`src/rtl/rs_branch.sv`:
```
// rs_branch: in-order branch reservation station with dual-bus operand wakeup.
module rs_branch #(
  parameter int DEPTH        = 4,
  parameter int TAG_W        = 4,
  parameter int OP_W         = 6,
  parameter int UNLOCKED_TAG = 0
) (
  input  logic             clk,
  input  logic             rst,
  input  logic             rdy,
  input  logic             alloc_en,
  input  logic [31:0]      alloc_pc,
  input  logic [31:0]      alloc_offset,
  input  logic [OP_W-1:0]  alloc_op,
  input  logic [TAG_W-1:0] alloc_tagx,
  input  logic [TAG_W-1:0] alloc_tagy,
  input  logic [31:0]      alloc_datax,
  input  logic [31:0]      alloc_datay,
  output logic             full,
  input  logic             cdb0_en,
  input  logic [TAG_W-1:0] cdb0_tag,
  input  logic [31:0]      cdb0_data,
  input  logic             cdb1_en,
  input  logic [TAG_W-1:0] cdb1_tag,
  input  logic [31:0]      cdb1_data,
  output logic [31:0]      pc_out,
  output logic [31:0]      offset_out,
  output logic             branch_busy_out,
  output logic [OP_W-1:0]  branch_op_out,
  output logic [TAG_W-1:0] branch_tagx_out,
  output logic [TAG_W-1:0] branch_tagy_out,
  output logic [31:0]      branch_datax_out,
  output logic [31:0]      branch_datay_out
);
  localparam int PW = $clog2(DEPTH);
  localparam logic [TAG_W-1:0] UT = TAG_W'(UNLOCKED_TAG);

  logic [31:0]      pc_q [DEPTH], pc_d [DEPTH];
  logic [31:0]      off_q[DEPTH], off_d[DEPTH];
  logic [OP_W-1:0]  op_q [DEPTH], op_d [DEPTH];
  logic [TAG_W-1:0] tx_q [DEPTH], tx_d [DEPTH];
  logic [TAG_W-1:0] ty_q [DEPTH], ty_d [DEPTH];
  logic [31:0]      dx_q [DEPTH], dx_d [DEPTH];
  logic [31:0]      dy_q [DEPTH], dy_d [DEPTH];
  logic [PW-1:0]    head_q, head_d, tail_q, tail_d;
  logic [PW:0]      cnt_q, cnt_d;
  logic             empty, pop, push;

  // Bus 0 is checked first so it wins when both buses carry the same tag.
  function automatic logic [TAG_W+31:0] snoop(
    input logic [TAG_W-1:0] t, input logic [31:0] d,
    input logic e0, input logic [TAG_W-1:0] t0, input logic [31:0] d0,
    input logic e1, input logic [TAG_W-1:0] t1, input logic [31:0] d1);
    return (t == UT) ? {t, d} : (e0 && t0 == t) ? {UT, d0} : (e1 && t1 == t) ? {UT, d1} : {t, d};
  endfunction

  always_comb begin
    empty  = cnt_q == '0;
    full   = cnt_q == (PW+1)'(DEPTH);
    pop    = !empty && tx_q[head_q] == UT && ty_q[head_q] == UT;
    push   = alloc_en && !full;
    head_d = head_q + PW'(pop);
    tail_d = tail_q + PW'(push);
    cnt_d  = cnt_q + (PW+1)'(push) - (PW+1)'(pop);
    for (int i = 0; i < DEPTH; i++) begin
      pc_d[i]  = pc_q[i];
      off_d[i] = off_q[i];
      op_d[i]  = op_q[i];
      {tx_d[i], dx_d[i]} = {tx_q[i], dx_q[i]};
      {ty_d[i], dy_d[i]} = {ty_q[i], dy_q[i]};
      if ((PW+1)'(PW'(PW'(i) - head_q)) < cnt_q) begin
        {tx_d[i], dx_d[i]} = snoop(tx_q[i], dx_q[i], cdb0_en, cdb0_tag, cdb0_data, cdb1_en, cdb1_tag, cdb1_data);
        {ty_d[i], dy_d[i]} = snoop(ty_q[i], dy_q[i], cdb0_en, cdb0_tag, cdb0_data, cdb1_en, cdb1_tag, cdb1_data);
      end
      if (push && tail_q == PW'(i)) begin
        pc_d[i]  = alloc_pc;
        off_d[i] = alloc_offset;
        op_d[i]  = alloc_op;
        {tx_d[i], dx_d[i]} = snoop(alloc_tagx, alloc_datax, cdb0_en, cdb0_tag, cdb0_data, cdb1_en, cdb1_tag, cdb1_data);
        {ty_d[i], dy_d[i]} = snoop(alloc_tagy, alloc_datay, cdb0_en, cdb0_tag, cdb0_data, cdb1_en, cdb1_tag, cdb1_data);
      end
    end
  end

  always_ff @(posedge clk) begin
    if (rst) begin
      head_q <= '0;
      tail_q <= '0;
      cnt_q  <= '0;
      for (int i = 0; i < DEPTH; i++) begin
        pc_q[i]  <= '0;
        off_q[i] <= '0;
        op_q[i]  <= '0;
        tx_q[i]  <= UT;
        ty_q[i]  <= UT;
        dx_q[i]  <= '0;
        dy_q[i]  <= '0;
      end
    end else if (rdy) begin
      head_q <= head_d;
      tail_q <= tail_d;
      cnt_q  <= cnt_d;
      pc_q   <= pc_d;
      off_q  <= off_d;
      op_q   <= op_d;
      tx_q   <= tx_d;
      ty_q   <= ty_d;
      dx_q   <= dx_d;
      dy_q   <= dy_d;
    end
  end

  assign branch_busy_out  = !empty;
  assign pc_out           = empty ? '0 : pc_q[head_q];
  assign offset_out       = empty ? '0 : off_q[head_q];
  assign branch_op_out    = empty ? '0 : op_q[head_q];
  assign branch_tagx_out  = empty ? UT : tx_q[head_q];
  assign branch_tagy_out  = empty ? UT : ty_q[head_q];
  assign branch_datax_out = empty ? '0 : dx_q[head_q];
  assign branch_datay_out = empty ? '0 : dy_q[head_q];
endmodule

```
`config.mk`:
```
export PLATFORM = sky130hd
export DESIGN_NAME = rs_branch
export DESIGN_NICKNAME = d
export VERILOG_FILES = /design/src/rtl/rs_branch.sv
export SDC_FILE = /design/constraint.sdc
export NUM_CORES = 2
export LEC_CHECK = 0
export ABC_CLOCK_PERIOD_IN_PS = 6040
export CAP_MARGIN = 10
export CORE_ASPECT_RATIO = 1.5
export CORE_MARGIN = 2
export CORE_UTILIZATION = 55
export DETAILED_ROUTE_END_ITERATION = 8
export HOLD_SLACK_MARGIN = 0.1
export PLACE_DENSITY = 0.89
export SYNTH_ARGS = -nofsm -noshare
export SYNTH_HDL_FRONTEND = slang
export SYNTH_SLANG_ARGS = --single-unit
```
`constraint.sdc`:
```
create_clock -name clk -period 6.04 [get_ports clk]
set_input_delay 1.208 -clock clk [delete_from_list [all_inputs] [get_ports clk]]
set_output_delay 1.208 -clock clk [all_outputs]
set_load 0.005 [all_outputs]
```
# --- Yosys cells after proc, flatten, opt, wreduce, memory -nomap -nowiden ---
# Cells that the tools add are included.
word_totals:
  regBits: 575
  word_cells: 234
  output_inout_bits: 144
op_classes:
  eq_ne: 32
  bitwise_logic: 1
  n_reduce_logical: 67
  add_sub_neg: 8
  n_mux: 90
  magnitude_cmp: 5
op_table:
  columns: ["op", "count"]
  rows:
  - ["$mux 36", 30]
  - ["$mux 32", 28]
  - ["$bmux 32 s2", 4]
  - ["$mux 4", 22]
  - ["$eq 4x4->1", 20]
  - ["$logic_not 4->1", 12]
  - ["$reduce_and 4->1", 8]
  - ["$logic_and 1x1->1", 27]
  - ["$reduce_bool 3->1", 8]
  - ["$mux 6", 3]
  - ["$bmux 4 s2", 2]
  - ["$ne 2x1->1 const B", 8]
  - ["$bmux 6 s2", 1]
  - ["$lt 2x3->1", 4]
  - ["$reduce_and 2->1", 4]
  - ["$reduce_bool 2->1", 4]
  - ["$add 2x1->2", 2]
  - ["$eq 2x2->1 const B", 2]
  - ["$sub 1x2->2 const A", 2]
  - ["$sub 2x2->2 const A", 2]
  - ["$add 3x1->3", 1]
  - ["$eq 3x3->1 const B", 1]
  - ["$ge 3x3->1 const B", 1]
  - ["$logic_not 3->1", 1]
  - ["other kinds (5)", 6]

# --- Logic depth before layout (Yosys ltp) ---
depth:
  word_depth: 8
  depth_mapped: 13
  depth_no_buf: 10

# --- Worst setup path before layout ---
# OpenSTA, ideal clock, no wires.
synth_timing:
  path_type: "reg-to-output"
  from: "register head_q[1]"
  to: "output port offset_out[0]"
  slack_ns: 2.944
  stages_incl_launch_ff: 7
  arrival_time_ns: 1.888
  required_time_ns: 4.832
  path_cell_list: "dfxtp_1 buf_2 buf_2 clkbuf_1 buf_1 mux4_2 and2_1"
synth_via:
  elab_chain_len: 5
synth_lines:
  columns: ["item", "line", "rtl"]
  rows:
  - ["start: declaration", "45", "logic [PW-1:0] head_q, head_d, tail_q, tail_d;"]
  - ["start signal: assignment", "87", "head_q <= '0;"]
  - ["start signal: assignment", "100", "head_q <= head_d;"]
  - ["$not 2->3 (implied by the code)", "115", "assign offset_out = empty ? '0 : off_q[head_q];"]
  - ["$bmux 32 s2", "115", null]
  - ["$mux 32 (implied by the code) (2 in series)", "115", null]
  - ["$mux 32", "115", null]
  - ["end: declaration", "27", "output logic [31:0] offset_out,"]
# Every way passes these cells. The select of a mux whose other input is x is not followed.

# --- Worst setup path in the final report ---
layout_timing:
  from: "register head_q[1]"
  to: "output port branch_datax_out[21]"
layout_via:
  elab_chain_len: 5
layout_lines:
  columns: ["item", "line", "rtl"]
  rows:
  - ["$not 2->3 (implied by the code)", "119", "assign branch_datax_out = empty ? '0 : dx_q[head_q];"]
  - ["$bmux 32 s2", "119", null]
  - ["$mux 32 (implied by the code) (2 in series)", "119", null]
  - ["$mux 32", "119", null]
  - ["end: declaration", "32", "output logic [31:0] branch_datax_out,"]
# Every way passes these cells. The select of a mux whose other input is x is not followed.

==> metrics list <==
* Result of the run: complete, but fails checks
- Violated checks: DRC
* Slew HR: 21.6%
- Clock-pin slew was measured on the worst setup and hold paths at 0.06 ns.
- Final Net Count: approximately 4100
- Wire length of the first global-routing pass: 183 mm
* Required time worst endpoint: 4.83 ns
- The H-tree was split into 2 levels.
* Vias after detailed routing: 33300
- For this design, the slowest cell found on the critical path is sky130_fd_sc_hd__dfxtp_4.
- The first TritonRoute pass finished after 9 iterations.
- Sorting the synthesized cells by area gives the leading types as sky130_fd_sc_hd__dfxtp_1, sky130_fd_sc_hd__nand2_1, sky130_fd_sc_hd__mux4_2, sky130_fd_sc_hd__a32o_1, sky130_fd_sc_hd__o211ai_1.
- Compared with the post-synthesis result, the final layout area differs by 17.6%.
* Logic depth of the worst path, buffers included: 4
- Clock tree from TritonCTS: yes
- Per-cell routed wire length: 25.5 um
- Critical path launch point type: register
- The number of antenna violations at the first check in global routing is 8.
- Entering global routing, the biggest net connects 124 pins.
- Sorting the synthesized cells by how often they occur yields sky130_fd_sc_hd__nand2_1, sky130_fd_sc_hd__dfxtp_1, sky130_fd_sc_hd__a21oi_1, sky130_fd_sc_hd__clkbuf_1, sky130_fd_sc_hd__a32o_1.
- Antenna Violating Nets Remaining: 0
* Max-slew violation count: 0
- # Max-Cap Violations: 0
- Sequential cells were found to cover 35.3% of the synthesized design area.
* Worst R2R Start: head_q[0]$_SDFFE_PP0P_
* Arrival time at the worst endpoint: 3.50 ns
* Most frequent cell after synthesis: sky130_fd_sc_hd__nand2_1
* Total nets after synthesis: 4058
- Setup slack of the most critical reg-to-reg path: approximately 1.8 ns
- Setup slack closes at 1.33 ns.
- In this run the standard cell core region covers 58800 um^2.
- For this design the ratio of total power to cell area is 290 nW/um^2.
- Rows: 109
- Detailed router's first-iteration violation count: 4702
- Counting both buffers and inverters, the worst setup path holds a total of 2.
- Final-layout setup total negative slack: 0 ns
- Dominant cell type by area after synthesis: sky130_fd_sc_hd__dfxtp_1
- The final critical path takes up 77.9% of the cycle.
- Final GP Congestion: 0.985
* Overall power after layout: 11.1 mW
* Maximum resistive drop on vdd: 0.327 mV
* Type of destination of the critical path: output port
- Buffers on Ports: about 360
- Number of filler instances in the final layout: 4599
- The number of hold violations in the final report was 0.
- Timing analysis after detailed placement gives a worst setup slack of 1.52 ns.
- Overflow left after global routing: 0
- Synth Warn #: 0
- Effective utilization at floorplan: between 50% and 60%
- Highest clock rate: 0.212 GHz
* Clock latency of the later-clocked register in the worst-skew pair: 0.64 ns
- Traced cell by cell, the critical path runs through buf_4, mux4_2, and2_1, clkdlybuf4s50_1.
- Counting flops and latches in the post-synthesis netlist gives 575.
- Resized cells post-CTS: 0
- I/O pin cnt: 364
- Measured slew at the worst slew-check pin: 1.17 ns
- Worst R2R Path Depth: 8
- In the final layout, the share of cells above drive strength 1 is 10.9%.
* Post-Route Skew: ~0.054 ns
* GRT Total Usage: 38.1%
* Number of instances in the synthesized netlist: 3831
- The most critical setup path has its endpoint at branch_datax_out[21].
* Die ar.: 61200 um^2
* Final wirelength: 121 mm
- Most used flip-flop cell after synthesis: sky130_fd_sc_hd__dfxtp_1
* Count of flip-flops with a built-in enable after synthesis: 0
- Hold repair after CTS inserted 0 buffers.
- RSZ-0062 raised after global routing: no
- Of all nets on the critical path, the largest fanout is 51.
- Summed over its instances, the top area cell type makes up 35.3% of the synthesized netlist area.
- Detailed placement ended at an HPWL of ~73 mm.
- Via-per-instance ratio: between 7 and 8
* Number of buffers created by CTS: 55
* CTS max path bufs: 3
* Overall die width: approximately 200 um
* Critical R2R Capture: dx_q[101]$_SDFFE_PP0P_
* FFs w/ async S/R, synth: 0%
- The via count of the first global-routing pass was 33000.
- After synthesis, the mean cell area works out to 8.50 um^2.
- Remaining design rule violation count: 15
* CP peak stage delay: 1.04 ns
- Kind of critical path: register to output port
- Total setup violations reported at the end of the flow: 0
- In this run the clock root is driven by a sky130_fd_sc_hd__clkbuf_16.
* Final worst path period need: 4.71 ns
- The die is a little over 300 um tall.
- Delay-heaviest family, CP: buffers and inverters
* Post-CTS Setup Inserts: 0
* Clock net sink count: 575
- Netlist area before placement: 32600 um^2
- Class of the tightest hold or removal check: register to register
* Synth cell types: between 50 and 60
- Startpoint of the worst setup timing path: head_q[1]$_SDFFE_PP0P_
- Static Leak: about 12 nW
worst min-delay path by stage:
stage	end	from	cells after the start	slack [ns]
after floorplan	off_q[32]$_SDFFE_PP0P_	off_q[32]$_SDFFE_PP0P_	2	0.43
after global placement	pc_q[108]$_SDFFE_PP0P_	pc_q[108]$_SDFFE_PP0P_	2	0.44
after detailed placement	pc_q[26]$_SDFFE_PP0P_	pc_q[26]$_SDFFE_PP0P_	2	0.44
after CTS	off_q[49]$_SDFFE_PP0P_	off_q[49]$_SDFFE_PP0P_	2	0.45
after global routing	off_q[49]$_SDFFE_PP0P_	off_q[49]$_SDFFE_PP0P_	2	0.47
final	off_q[11]$_SDFFE_PP0P_	off_q[11]$_SDFFE_PP0P_	2	0.45
power by group:
part	internal (mW)	switching, mW	leakage, nW	total, mW
registers	3.98	0.195	4.65	4.17
logic	1.25	1.96	6.79	3.21
clock network	2.15	1.58	0.946	3.73
through the flow:
step	utilization [%]	std cells	hold WS, ns	area (um^2)
after floorplan	-	3831	0.433	32600
after CTS	65.2	4719	0.452	38300
final	65.2	4722	0.451	38300
after global routing	65.2	4719	0.465	38300
after global placement	61.9	4616	0.438	36400
after detailed placement	61.9	4616	0.443	36400
cell usage in the layout, fill, tap and decap left out, types with 5 or more instances in the layout:
master / count
sky130_fd_sc_hd__dfxtp_1: 573
sky130_fd_sc_hd__mux4_2: 142
sky130_fd_sc_hd__nand3_1: 67
sky130_fd_sc_hd__nand2b_1: 54
sky130_fd_sc_hd__clkbuf_8: 18
sky130_fd_sc_hd__clkinv_1: 32
sky130_fd_sc_hd__o21ai_0: 78
sky130_fd_sc_hd__nand4_1: 9
sky130_fd_sc_hd__o211ai_1: 255
sky130_fd_sc_hd__bufinv_16: 5
sky130_fd_sc_hd__o311ai_0: 64
sky130_fd_sc_hd__clkbuf_16: 56
sky130_fd_sc_hd__ha_1: 6
sky130_fd_sc_hd__or2_0: 6
sky130_fd_sc_hd__a22oi_1: 16
sky130_fd_sc_hd__o311ai_4: 30
sky130_fd_sc_hd__buf_12: 5
sky130_fd_sc_hd__inv_1: 5
sky130_fd_sc_hd__nor2_1: 36
sky130_fd_sc_hd__o311ai_2: 29
sky130_fd_sc_hd__and2_1: 150
sky130_fd_sc_hd__a311oi_4: 8
sky130_fd_sc_hd__clkbuf_1: 13
sky130_fd_sc_hd__a21o_2: 6
sky130_fd_sc_hd__nor3_1: 77
sky130_fd_sc_hd__a21oi_1: 300
sky130_fd_sc_hd__clkdlybuf4s50_1: 361
sky130_fd_sc_hd__xor2_1: 26
sky130_fd_sc_hd__nand2_1: 1035
sky130_fd_sc_hd__nand2_2: 5
sky130_fd_sc_hd__buf_4: 71
sky130_fd_sc_hd__a32o_1: 256
sky130_fd_sc_hd__a31o_2: 5
sky130_fd_sc_hd__and3_1: 10
sky130_fd_sc_hd__o2111ai_1: 8
sky130_fd_sc_hd__xnor2_1: 43
worst register-to-register path, stage by stage (launching register included):
cell and delay (ns):
sky130_fd_sc_hd__dfxtp_4 0.90, sky130_fd_sc_hd__buf_12 0.47, sky130_fd_sc_hd__xor2_1 0.18, sky130_fd_sc_hd__ha_1 0.34, sky130_fd_sc_hd__a21oi_1 0.06, sky130_fd_sc_hd__o31ai_1 0.76
sky130_fd_sc_hd__a31oi_1 0.32, sky130_fd_sc_hd__nor2_4 0.89, sky130_fd_sc_hd__a32o_1 0.24
per-layer routing:
layer  global-route usage (%)  wire length, um  share of wire [%]  vias to the layer above
met5                        0               91              0.075                        -
met1                     42.6            39500                 33                    15500
met3                     10.1            15400                 13                      860
li1                         -                -                  -                    14100
met4                     28.6            10300                8.6                       14
met2                     62.4            55300                 46                     2797
registers in the layout, indices dropped and copies added, names as in the netlist:
signal,count
dx_q,128
dy_q,128
off_q,128
pc_q,128
op_q,24
tx_q,16
ty_q,16
cnt_q,3
head_q,2
tail_q,2
logic make-up after synthesis:
| logic type | count (synthesis) | synth area share, % |
|---|---|---|
| simple gates | 1491 | 20.0 |
| buf+inv | 469 | 5.91 |
| mux | 145 | 9.91 |
| flops | 575 | 35.3 |
| compound gates | 1071 | 26.6 |
| xor+xnor | 73 | 1.96 |
| fa+ha+maj | 7 | 0.292 |
layout make-up:
type	instances	area (um^2)	share of cell area (%)
clock inverter	16	240	0.627
tap	777	972	2.54
antenna	3	7.51	0.0196
clock buffer	87	1700	4.43
sequential	575	11500	30.1
timing repair buffer	439	4270	11.1
inverter	38	143	0.372
multi-input combinational	2787	19500	50.8
No activity file was read; power rests on OpenSTA's default activity.
